$ cat src/rtl/rb_wb_arbiter_pkg.sv
// ----------------------------------------------------------------------------
// rb_wb_arbiter_pkg
// Shared definitions for the register-file write-port arbiter: data and
// register-address widths, default FIFO depth / starvation limit, the
// buffered write request type and a one-hot destination helper.
// ----------------------------------------------------------------------------
package rb_wb_arbiter_pkg;

   localparam int XLEN             = 32;
   localparam int AW               = 5;
   localparam int DEF_DEPTH        = 4;
   localparam int DEF_STARVE_LIMIT = 3;

   // One register-file write: destination plus data
   typedef struct packed {
      logic [AW-1:0]   waddr;
      logic [XLEN-1:0] wdata;
   } wb_req_t;

   // One-hot mask of a destination register, used by the pending scoreboard
   function automatic logic [(2**AW)-1:0] rd_onehot(input logic [AW-1:0] rd);
      logic [(2**AW)-1:0] one_v;
      one_v = {{((2**AW)-1){1'b0}}, 1'b1};
      return one_v << rd;
   endfunction

endpackage

$ cat src/rtl/rb_wb_arbiter_if.sv
// ----------------------------------------------------------------------------
// rb_wb_arbiter_if
// Bundle of all arbiter bus signals:
//   pipe_*   : RB-stage writeback request and its ready/hold response
//   ll_*     : long-latency result push channel
//   issue_*  : long-latency issue notification (scoreboard set)
//   rf_*     : registered register-file write port
//   busy     : pending long-latency destinations
//   fifo_count : result FIFO occupancy
// master = pipeline / long-latency side, slave = arbiter.
// ----------------------------------------------------------------------------
interface rb_wb_arbiter_if
   import rb_wb_arbiter_pkg::*;
#(
   parameter int DEPTH = DEF_DEPTH
) ();

   localparam int CW = $clog2(DEPTH) + 1;

   logic                pipe_wen;
   logic [AW-1:0]       pipe_waddr;
   logic [XLEN-1:0]     pipe_wdata;
   logic                pipe_ready;
   logic                ll_valid;
   logic [AW-1:0]       ll_waddr;
   logic [XLEN-1:0]     ll_wdata;
   logic                ll_ready;
   logic                issue_valid;
   logic [AW-1:0]       issue_rd;
   logic                rf_wen;
   logic [AW-1:0]       rf_waddr;
   logic [XLEN-1:0]     rf_wdata;
   logic [(2**AW)-1:0]  busy;
   logic [CW-1:0]       fifo_count;

   modport master (
      output pipe_wen, pipe_waddr, pipe_wdata,
      output ll_valid, ll_waddr, ll_wdata,
      output issue_valid, issue_rd,
      input  pipe_ready, ll_ready,
      input  rf_wen, rf_waddr, rf_wdata, busy, fifo_count
   );

   modport slave (
      input  pipe_wen, pipe_waddr, pipe_wdata,
      input  ll_valid, ll_waddr, ll_wdata,
      input  issue_valid, issue_rd,
      output pipe_ready, ll_ready,
      output rf_wen, rf_waddr, rf_wdata, busy, fifo_count
   );

endinterface

$ cat src/rtl/rb_wb_arbiter_wb_fifo.sv
// ----------------------------------------------------------------------------
// wb_fifo
// Synchronous FIFO of wb_req_t write requests, DEPTH entries (power of 2).
// Pointers carry one extra MSB so full/empty are distinguished by the count.
// Ports: clk, rst (async active-high), push/wr_data, pop/rd_data (head,
// combinational read), count (occupancy). The caller never pushes when full
// nor pops when empty. Contents are not cleared on reset; the pointers are.
// ----------------------------------------------------------------------------
module wb_fifo
   import rb_wb_arbiter_pkg::*;
#(
   parameter int DEPTH = DEF_DEPTH
) (
   input  logic                   clk,
   input  logic                   rst,
   input  logic                   push,
   input  wb_req_t                wr_data,
   input  logic                   pop,
   output wb_req_t                rd_data,
   output logic [$clog2(DEPTH):0] count
);

   localparam int PW = $clog2(DEPTH);

   wb_req_t       mem_r [DEPTH];
   logic [PW:0]   wr_ptr_r;
   logic [PW:0]   rd_ptr_r;

   // Read/write pointer update
   always_ff @(posedge clk or posedge rst) begin
      if (rst) begin
         wr_ptr_r <= {(PW+1){1'b0}};
         rd_ptr_r <= {(PW+1){1'b0}};
      end else begin
         if (push) begin
            wr_ptr_r <= wr_ptr_r + {{PW{1'b0}}, 1'b1};
         end
         if (pop) begin
            rd_ptr_r <= rd_ptr_r + {{PW{1'b0}}, 1'b1};
         end
      end
   end

   // Entry storage write
   always_ff @(posedge clk) begin
      if (push) begin
         mem_r[wr_ptr_r[PW-1:0]] <= wr_data;
      end
   end

   assign rd_data = mem_r[rd_ptr_r[PW-1:0]];
   assign count   = wr_ptr_r - rd_ptr_r;

endmodule

$ cat src/rtl/rb_wb_arbiter.sv
// ----------------------------------------------------------------------------
// rb_wb_arbiter
// Shares the single register-file write port between the RB-stage writeback
// and buffered out-of-order long-latency results. The FIFO head drains in
// idle writeback slots; after STARVE_LIMIT consecutive losses it is forced
// through while the RB stage is held for one cycle (pipe_ready=0).
// Also tracks pending long-latency destinations (busy) for the hazard unit.
// Ports: clk, rst (async active-high), bus (rb_wb_arbiter_if.slave).
// ----------------------------------------------------------------------------
module rb_wb_arbiter
   import rb_wb_arbiter_pkg::*;
#(
   parameter int XLEN         = rb_wb_arbiter_pkg::XLEN,
   parameter int DEPTH        = DEF_DEPTH,
   parameter int STARVE_LIMIT = DEF_STARVE_LIMIT
) (
   input  logic             clk,
   input  logic             rst,
   rb_wb_arbiter_if.slave   bus
);

   localparam int CW = $clog2(DEPTH) + 1;
   localparam int SW = $clog2(STARVE_LIMIT + 1);
   localparam logic [CW-1:0] DEPTH_C = CW'(DEPTH);
   localparam logic [SW-1:0] LIMIT_C = SW'(STARVE_LIMIT);

   wb_req_t             head_s;
   wb_req_t             push_req_s;
   logic [CW-1:0]       count_s;
   logic                fifo_empty_s;
   logic                ll_ready_s;
   logic                push_s;
   logic                pipe_real_s;
   logic                fifo_grant_s;
   logic [SW-1:0]       starve_cnt_r;
   logic                rf_wen_r;
   logic [AW-1:0]       rf_waddr_r;
   logic [XLEN-1:0]     rf_wdata_r;
   logic [(2**AW)-1:0]  busy_r;
   logic [(2**AW)-1:0]  busy_nxt_s;

   // Readiness uses the pre-pop count, so a full FIFO never takes a push
   // even in a cycle where it also pops.
   assign fifo_empty_s       = (count_s == {CW{1'b0}});
   assign ll_ready_s         = !rst && (count_s < DEPTH_C);
   assign push_s             = bus.ll_valid && ll_ready_s && (bus.ll_waddr != {AW{1'b0}});
   assign push_req_s.waddr   = bus.ll_waddr;
   assign push_req_s.wdata   = bus.ll_wdata;
   assign pipe_real_s        = bus.pipe_wen && (bus.pipe_waddr != {AW{1'b0}});
   assign fifo_grant_s       = !fifo_empty_s && (!pipe_real_s || (starve_cnt_r == LIMIT_C));

   wb_fifo #(
      .DEPTH   (DEPTH)
   ) u_fifo (
      .clk     (clk),
      .rst     (rst),
      .push    (push_s),
      .wr_data (push_req_s),
      .pop     (fifo_grant_s),
      .rd_data (head_s),
      .count   (count_s)
   );

   // Consecutive arbitration losses of a waiting FIFO head
   always_ff @(posedge clk or posedge rst) begin
      if (rst) begin
         starve_cnt_r <= {SW{1'b0}};
      end else if (fifo_empty_s || fifo_grant_s) begin
         starve_cnt_r <= {SW{1'b0}};
      end else if (starve_cnt_r != LIMIT_C) begin
         starve_cnt_r <= starve_cnt_r + {{(SW-1){1'b0}}, 1'b1};
      end else begin
         starve_cnt_r <= starve_cnt_r;
      end
   end

   // Registered register-file write port
   always_ff @(posedge clk or posedge rst) begin
      if (rst) begin
         rf_wen_r   <= 1'b0;
         rf_waddr_r <= {AW{1'b0}};
         rf_wdata_r <= {XLEN{1'b0}};
      end else if (fifo_grant_s) begin
         rf_wen_r   <= 1'b1;
         rf_waddr_r <= head_s.waddr;
         rf_wdata_r <= head_s.wdata;
      end else if (pipe_real_s) begin
         rf_wen_r   <= 1'b1;
         rf_waddr_r <= bus.pipe_waddr;
         rf_wdata_r <= bus.pipe_wdata;
      end else begin
         rf_wen_r   <= 1'b0;
      end
   end

   // Scoreboard next state: grant clears, issue sets (set wins), x0 never busy
   always_comb begin
      busy_nxt_s = busy_r;
      if (fifo_grant_s) begin
         busy_nxt_s = busy_nxt_s & ~rd_onehot(head_s.waddr);
      end else begin
         busy_nxt_s = busy_r;
      end
      if (bus.issue_valid && (bus.issue_rd != {AW{1'b0}})) begin
         busy_nxt_s = busy_nxt_s | rd_onehot(bus.issue_rd);
      end else begin
         busy_nxt_s = busy_nxt_s;
      end
      busy_nxt_s[0] = 1'b0;
   end

   // Scoreboard register
   always_ff @(posedge clk or posedge rst) begin
      if (rst) begin
         busy_r <= {(2**AW){1'b0}};
      end else begin
         busy_r <= busy_nxt_s;
      end
   end

   assign bus.pipe_ready = !(fifo_grant_s && pipe_real_s);
   assign bus.ll_ready   = ll_ready_s;
   assign bus.rf_wen     = rf_wen_r;
   assign bus.rf_waddr   = rf_waddr_r;
   assign bus.rf_wdata   = rf_wdata_r;
   assign bus.busy       = busy_r;
   assign bus.fifo_count = count_s;

endmodule
$ cat src/flat_wrapper.sv
// flat-port wrapper written by rule: the top's interface ports become plain ports
module rb_wb_arbiter_flat import rb_wb_arbiter_pkg::*;
#(
   parameter int XLEN         = rb_wb_arbiter_pkg::XLEN,
   parameter int DEPTH        = DEF_DEPTH,
   parameter int STARVE_LIMIT = DEF_STARVE_LIMIT
)
  (clk, rst, bus_pipe_wen, bus_pipe_waddr, bus_pipe_wdata, bus_ll_valid, bus_ll_waddr, bus_ll_wdata, bus_issue_valid, bus_issue_rd, bus_pipe_ready, bus_ll_ready, bus_rf_wen, bus_rf_waddr, bus_rf_wdata, bus_busy, bus_fifo_count);
  rb_wb_arbiter_if #(.DEPTH(DEPTH)) bus_i ();
  input  logic clk;
  input  logic rst;
  input wire logic [$bits(bus_i.pipe_wen)-1:0] bus_pipe_wen;
  input wire logic [$bits(bus_i.pipe_waddr)-1:0] bus_pipe_waddr;
  input wire logic [$bits(bus_i.pipe_wdata)-1:0] bus_pipe_wdata;
  input wire logic [$bits(bus_i.ll_valid)-1:0] bus_ll_valid;
  input wire logic [$bits(bus_i.ll_waddr)-1:0] bus_ll_waddr;
  input wire logic [$bits(bus_i.ll_wdata)-1:0] bus_ll_wdata;
  input wire logic [$bits(bus_i.issue_valid)-1:0] bus_issue_valid;
  input wire logic [$bits(bus_i.issue_rd)-1:0] bus_issue_rd;
  output wire logic [$bits(bus_i.pipe_ready)-1:0] bus_pipe_ready;
  output wire logic [$bits(bus_i.ll_ready)-1:0] bus_ll_ready;
  output wire logic [$bits(bus_i.rf_wen)-1:0] bus_rf_wen;
  output wire logic [$bits(bus_i.rf_waddr)-1:0] bus_rf_waddr;
  output wire logic [$bits(bus_i.rf_wdata)-1:0] bus_rf_wdata;
  output wire logic [$bits(bus_i.busy)-1:0] bus_busy;
  output wire logic [$bits(bus_i.fifo_count)-1:0] bus_fifo_count;
  assign bus_i.pipe_wen = bus_pipe_wen;
  assign bus_i.pipe_waddr = bus_pipe_waddr;
  assign bus_i.pipe_wdata = bus_pipe_wdata;
  assign bus_i.ll_valid = bus_ll_valid;
  assign bus_i.ll_waddr = bus_ll_waddr;
  assign bus_i.ll_wdata = bus_ll_wdata;
  assign bus_i.issue_valid = bus_issue_valid;
  assign bus_i.issue_rd = bus_issue_rd;
  assign bus_pipe_ready = bus_i.pipe_ready;
  assign bus_ll_ready = bus_i.ll_ready;
  assign bus_rf_wen = bus_i.rf_wen;
  assign bus_rf_waddr = bus_i.rf_waddr;
  assign bus_rf_wdata = bus_i.rf_wdata;
  assign bus_busy = bus_i.busy;
  assign bus_fifo_count = bus_i.fifo_count;
  rb_wb_arbiter #(.XLEN(XLEN), .DEPTH(DEPTH), .STARVE_LIMIT(STARVE_LIMIT)) u_core (.clk(clk), .rst(rst), .bus(bus_i));
endmodule
$ cat config.mk
export PLATFORM = sky130hd
export DESIGN_NAME = rb_wb_arbiter_flat
export DESIGN_NICKNAME = d
export VERILOG_FILES = /design/src/rtl/rb_wb_arbiter_pkg.sv /design/src/rtl/rb_wb_arbiter_if.sv /design/src/rtl/rb_wb_arbiter_wb_fifo.sv /design/src/rtl/rb_wb_arbiter.sv /design/src/flat_wrapper.sv
export SDC_FILE = /design/constraint.sdc
export NUM_CORES = 1
export LEC_CHECK = 0
export CORE_AREA = 2 2 144 146
export DETAILED_ROUTE_END_ITERATION = 10
export DIE_AREA = 0 0 146 148
export GPL_TIMING_DRIVEN = 1
export PLACE_DENSITY = 0.76
export SLEW_MARGIN = 25
export SYNTH_ARGS = -nofsm -noshare
export SYNTH_HDL_FRONTEND = slang
export SYNTH_SLANG_ARGS = --single-unit
$ cat constraint.sdc
create_clock -name clk -period 2.8 [get_ports clk]
set_input_delay 0.84 -clock clk [delete_from_list [all_inputs] [get_ports clk]]
set_output_delay 0.84 -clock clk [all_outputs]
set_load 0.03 [all_outputs]
==> reports/metrics.cfg, run 1 <==
[status]
status=finished with violations
violations=setup timing

[synth]
synth-simple-area-share=0.107
synth_mux_area_frac=0.0892
yosysWarnings=0
synthCells=614
ys_ff_latch=225
netlist_area_sq_um=9470
synth_xor_area_frac=0.00634
dominantRegCellSynth=edfxtp_1
async_flop_share=0.342
seq_area_frac_synth=0.673
synth_top_family_by_area=simple AND/OR/NAND/NOR gates
synthAdderAreaFrac=0.0114
avgSynthCellArea_sq_um=15.4
syn-num-nets=706
yosysUniqueCellTypes=50
synth-edff-count=148
synth_compound_area_frac=0.0810

[place]
finalWeightedCongestion=0.889
dp_hpwl_um=15500
post-place-ws_ns=-0.304
numPortBuffers=157
postPlaceCellArea_sq_um=11600

[worst_setup_path]
startpoint_type=input port
worstSetupPathType=input port to primary output
worstPathRequired_ns=1.96
end_kind=primary output
critical_path.max_fanout=2
crit_arrival_ns=2.21

[global_route]
grt_max_degree=108
antenna_found_initial=1
use_met3=0.0373
grt_first_pass_wirelength_um=36300
grt.met2_usage=0.351
track_usage=0.212
gr-usage-met1=0.289
busiest_layer=met2
overflow=0
grt_pass1_vias=6670

[die]
die_area_sq_um=21600
rows=52
die_h_um=148
core-area_sq_um=20000
die_w_um=146
io_pins=159
initial_utilization=0.472

[sta]
slew_violations=0
clock_skew_ns=0.0211
finalSetupViolCount=3
rsz0062_at_grt=yes
fin_ws_ns=-0.253
slew_headroom=0.532
hold_viol=0
worst_pin_slew_ns=0.702
finalCritPeriodShare=1.09
holdWs_ns=0.454
period_minus_slack_ns=3.05
max_freq_mhz=328

[clock_network]
clk_pin_slew_ns=0.06
cts_made_buffers=23
cts_root_buf=clkbuf_16
clock_path_buffers=3
cts_tree=built
clock_sinks=225
htree_levels=1
clock_latency_ns=0.51

[hold_path]
hold_path_class=register to register

[detailed_routing]
vias_per_cell=5.96
first_iter_violations=413
drtAntennaViolNets=0
wire_per_inst_um=21.4
drc=0
first_pass_iters=5
totalWireLength_um=23100
vias=6429

[layout]
final_cell_area_sq_um=12500
final_cell_mix=clkdlybuf4s50_1, edfxtp_1, dfrtp_1
drive_gt1_frac=0.194
nets=884
diodes=0
syn2layout_area_growth_pct=32.0
layout_commonest_cell=clkdlybuf4s50_1
fillerInstances=1484

[pwr]
power_density_nw_per_um2=1220
p_leak_uw=0.00444
switching_share=0.384
finalPower_uw=15300
clkPwrFrac=0.207
pwr-share-seq=0.320
power_frac_comb=0.473
p_sw_uw=5860
internal_power_uw=9400
vdd_drop_max_uv=936

[job]
drv_cap=0

-- final timing paths --
kind | from | to | slack [ns] | cells after the start
worst min-delay path | u_core.starve_cnt_r[0] | u_core.starve_cnt_r[0] | 0.45 | 1
worst max register to register | u_core.u_fifo.rd_ptr_r[0] | u_core.u_fifo.mem_r[3][32] | 0.05 | 9
worst max-delay path | bus_pipe_waddr[1] | bus_pipe_ready | -0.25 | 5
max in group asynchronous | rst | u_core.bus.busy[5] | 1.30 | 3
min in group asynchronous | rst | u_core.bus.rf_wdata[11] | 0.91 | 2
worst min register to register | u_core.starve_cnt_r[0] | u_core.starve_cnt_r[0] | 0.45 | 1
-- kinds of logic after synthesis --
logic type / Yosys count
xor gates and xnor gates: 5
other: 1
DFF: 225
buffers and inverters: 62
AOI/OAI and AO/OA: 111
muxes: 38
adders and majority gates: 8
and+or+nand+nor: 164
-- what timing repair did --
action                     CTS  global route
pin swaps                    2             2
gates resized for setup     13             4
buffers inserted             3             1
hold buffers                 0             0
setup endpoints to repair    5             3
-- power groups by stage --
stage / Sequential (uW) / Combinational, uW / Clock, uW
4_1_cts: 4870 / 7160 / 3190
3_5_place_dp: 4930 / 6970 / 0
6_report: 4880 / 7220 / 3150
3_3_place_gp: 4890 / 6780 / 0
5_1_grt: 4960 / 7690 / 3330
2_1_floorplan: 5810 / 3530 / 0
-- sequential cells by signal, summed over array words and instances, names as in the netlist --
| register | cells |
|---|---|
| u_core.u_fifo.mem_r | 148 |
| u_core.bus.rf_wdata | 32 |
| u_core.bus.busy | 31 |
| u_core.bus.rf_waddr | 5 |
| u_core.u_fifo.rd_ptr_r | 3 |
| u_core.u_fifo.wr_ptr_r | 3 |
| u_core.starve_cnt_r | 2 |
| u_core.bus.rf_wen | 1 |
-- final cells by class --
| cell class | instances | area [sq um] | area share |
|---|---|---|---|
| inverter | 8 | 33.8 | 0.00270 |
| tap | 270 | 338 | 0.0270 |
| clock buffer | 29 | 618 | 0.0495 |
| timing repair buffer | 207 | 2110 | 0.169 |
| clock inverter | 13 | 166 | 0.0133 |
| sequential | 225 | 6370 | 0.510 |
| multi-input combinational | 327 | 2860 | 0.229 |
-- routing by layer --
metal	vias to the layer above	wire length, um
met2	284	11300
li1	2821	-
met1	3274	9610
met4	0	598
met3	50	1660
met5	-	0
-- synth_stat cells, drive strengths merged, types with 2 or more instances --
library cell / count / area [sq um]
edfxtp: 148 / 4440
dfrtp: 77 / 1930
nand3: 41 / 205
nor3: 40 / 205
o21ai: 40 / 204
a31oi: 37 / 231
mux4: 37 / 833
buf: 29 / 178
nand4: 28 / 175
clkbuf: 25 / 93.8
a22o: 11 / 96.3
o2bb2ai: 11 / 96.3
nor2: 9 / 33.8
a32o: 8 / 80.1
inv: 8 / 30.0
nand2: 8 / 30.0
ha: 7 / 87.6
and2: 5 / 31.3
and4b: 4 / 40.0
nor4b: 4 / 53.8
and4bb: 3 / 37.5
nand4b: 3 / 26.3
nor2b: 3 / 18.8
nor4bb: 3 / 30.0
xnor2: 3 / 26.3
and2b: 2 / 15.0
and3: 2 / 12.5
nand2b: 2 / 12.5
nor3b: 2 / 31.3
o21a: 2 / 15.0
-- critical path, stage by stage --
cell,delay (ns)
clkdlybuf4s50_1,0.42
or4_4,0.51
o21a_4,0.24
nand3_2,0.08
buf_6,0.13
-- stage by stage --
stage | util | setup TNS [ns] | instances
floorplan | - | -0.281 | 614
CTS | 0.623 | -0.367 | 1078
global placement | 0.580 | -6.47 | 1033
finish | 0.624 | -0.594 | 1079
detailed placement | 0.580 | -10.13 | 1033
global route | 0.624 | -4.81 | 1079
No activity file was read; power rests on OpenSTA's default activity.
==> run 2: changes to the inputs <==
ABC_AREA = 1   (was not set)
CORE_AREA = 2 2 147 149   (was 2 2 144 146)
DIE_AREA = 0 0 149 151   (was 0 0 146 148)
==> run 2 against run 1 <==
Against the previous run:
- critical endpoint unchanged
- the flow still finishes with violations (setup timing)
- clock power increased by 7.0%
- non-clock buffer count down 9
- combinational power is 3.2% lower
- critical path depth rose by 5
- maximum frequency is 2.6% higher
==> reports/metrics.cfg, run 2 <==
[sta]
fin_ws_ns=-0.176  ; +0.0771 ns
slew_violations=0  ; unchanged
finalSetupViolCount=3  ; unchanged
finalCritPeriodShare=1.06  ; -0.0275
period_minus_slack_ns=2.98  ; -0.0771 ns
hold_viol=0  ; unchanged
clock_skew_ns=0.0136  ; -0.00745 ns
fin_setup_tns_ns=-0.342  ; +0.252 ns
max_freq_mhz=336  ; +2.6%
worst_pin_slew_ns=0.954  ; +0.252 ns
rsz0062_at_grt=yes
slew_headroom=0.361  ; -0.170

[detailed_routing]
first_iter_violations=617  ; +49%
totalWireLength_um=23900  ; +3.3%
drtAntennaViolNets=0  ; unchanged
wire_per_inst_um=16.0  ; -25%
drc=0  ; unchanged
vias=7601  ; +18%
vias_per_cell=5.10  ; -14%
first_pass_iters=5  ; unchanged

[hold_path]
hp-start=u_core.starve_cnt_r[0]
hold_path_class=register to register

[worst_setup_path]
end_kind=primary output
worstSetupPathType=register to primary output
worstSetupStartpoint=u_core.u_fifo.wr_ptr_r[0]
worstPathRequired_ns=1.96  ; about the same
startpoint_type=register
critical_path.max_fanout=2  ; unchanged
crit_arrival_ns=2.14  ; -0.07 ns
rr_startpoint=u_core.u_fifo.wr_ptr_r[0]

[layout]
nets=1290  ; +46%
final_core_util=0.618  ; -0.00597
seq_area_sq_um=6370  ; unchanged
layout_commonest_cell=nand2_1
drive_gt1_frac=0.0954  ; -0.0987
diodes=0  ; unchanged
fillerInstances=1674  ; +13%
final_cell_mix=nand2_1, nand3_1, clkdlybuf4s50_1
multi_input_area_sq_um=2990  ; +4.5%
largest_reg_flops=148  ; unchanged
syn2layout_area_growth_pct=30.4
final_cell_area_sq_um=12900  ; +2.9%

[clock_network]
clk_pin_slew_ns=0.06  ; about the same
cts_tree=built
postCtsHoldBufs=0  ; unchanged
clock_latency_ns=0.52  ; about the same
cts_root_buf=clkbuf_16
clock_path_buffers=3  ; unchanged
htree_levels=1  ; unchanged
clock_sinks=225  ; unchanged
cts_made_buffers=24  ; +4.3%

[synth]
yosysUniqueCellTypes=28  ; -44%
syn-num-nets=1116  ; +58%
seq_area_frac_synth=0.646  ; -0.0272
synth.most_common_cell=nand2_1
avgSynthCellArea_sq_um=9.63  ; -38%
netlist_area_sq_um=9870  ; +4.2%
synth-edff-count=148  ; unchanged
yosysWarnings=0  ; unchanged
ys_ff_latch=225  ; unchanged
ys_top_cells_by_area=edfxtp_1, dfrtp_1, nand2_1, nand3_1, inv_1
async_flop_share=0.342  ; unchanged
synthCells=1024  ; +67%
synth_commonest_cells=nand2_1, nand3_1, edfxtp_1, dfrtp_1, inv_1
dominantRegCellSynth=edfxtp_1
synth.top_cell.area_share=0.450  ; -0.0190
yosys.area.top_type=edfxtp_1

[place]
numPortBuffers=157  ; unchanged
finalWeightedCongestion=0.811  ; -8.8%
postPlaceCellArea_sq_um=11900  ; +2.3%
dp_hpwl_um=15000  ; -3.7%
post-place-ws_ns=-0.00342  ; +0.300 ns

[die]
die_area_sq_um=22500  ; +4.1%
io_pins=159  ; unchanged
initial_utilization=0.474  ; +0.00140
die_h_um=151  ; +2.0%
rows=53  ; +1.9%
core-area_sq_um=20800  ; +3.9%
die_w_um=149  ; +2.1%

[job]
drv_cap=0  ; unchanged

[global_route]
grt_max_degree=83  ; -23%
overflow=0  ; unchanged
grt_first_pass_wirelength_um=37900  ; +4.3%
grt_pass1_vias=7443  ; +12%
antenna_found_initial=0  ; -1
track_usage=0.215  ; +0.00230

[status]
violations=setup timing
status=finished with violations

[pwr]
finalPower_uw=15100  ; -0.77%
power_density_nw_per_um2=1180  ; -3.6%
vdd_drop_max_uv=596  ; -36%
p_leak_uw=0.00551  ; +24%

run 2: cell types whose count changed after synthesis, moves of 11 or more:
cell and change:
nand2_1 +409, nand3_1 +140, inv_1 +62, a31oi_1 -37, mux4_2 -37, nor3_1 -33, o21ai_0 -32, nand4_1 -27
nor2_1 +25, clkbuf_1 -13, a22o_1 -11, o2bb2ai_1 -11
run 2: power by group:
part	internal (uW)	switching (uW)
Clock	2110	1260
Sequential	4380	402
Combinational	2500	4490
Total	8980	6160
run 2: area by class of cell:
type / count / area share
inverters: 76 / 0.0225
repair buffers: 198 / 0.155
flip-flops and latches: 225 / 0.496
clock inverters: 10 / 0.0129
clock buffers: 34 / 0.0543
well taps: 275 / 0.0268
multi-input cells: 673 / 0.233
run 2: timing repair:
action	in CTS	in global routing
endpoints found under the setup margin	4	6
gates resized for setup	6	5
pin swaps	3	5
setup buffers	4	6
run 2: through the flow:
stage / instances / hold slack, ns
2_1_floorplan: 1024 / 0.409
3_3_place_gp: 1438 / 0.421
3_5_place_dp: 1438 / 0.426
4_1_cts: 1486 / 0.434
5_1_grt: 1491 / 0.451
6_report: 1491 / 0.428
run 2: path summary, 6_finish.rpt:
| check | to | slack (ns) | cells past startpoint |
|---|---|---|---|
| max in group asynchronous | u_core.u_fifo.rd_ptr_r[1] | 1.30 | 3 |
| max | bus_pipe_ready | -0.18 | 10 |
| min reg2reg | u_core.starve_cnt_r[0] | 0.43 | 1 |
| max reg2reg | u_core.bus.rf_wdata[13] | 0.22 | 11 |
| min | u_core.starve_cnt_r[0] | 0.43 | 1 |
| min in group asynchronous | u_core.bus.rf_wdata[28] | 0.80 | 3 |
run 2: routing by layer:
metal	GRT usage	vias to the layer above	wire, um	part of all wire
met5	0	-	0	0
met4	0.0719	0	633	0.026
met3	0.0383	47	1530	0.064
met2	0.362	267	11700	0.49
met1	0.283	3595	10100	0.42
li1	-	3692	-	-
run 2: worst max-delay path, stage by stage (launching register included):
cell and delay [ns]:
dfrtp_1 0.38, inv_2 0.07, ha_4 0.15, fa_1 0.49, nand2_1 0.07, inv_2 0.07
nand3_4 0.10, nand2_4 0.08, inv_2 0.04, nand2_2 0.05, buf_6 0.12
run 2: kinds of logic (layout without fill, tap and decap cells):
logic type      count (synthesis)  after routing  synth area share
other cells                     1              1          0.000380
flops                         225            225             0.646
fa+ha+maj                       8              8            0.0109
simple gates                  648            648             0.276
compound gates                 12             12           0.00609
xor+xnor                        4              4           0.00355
buf+inv                       126            318            0.0577
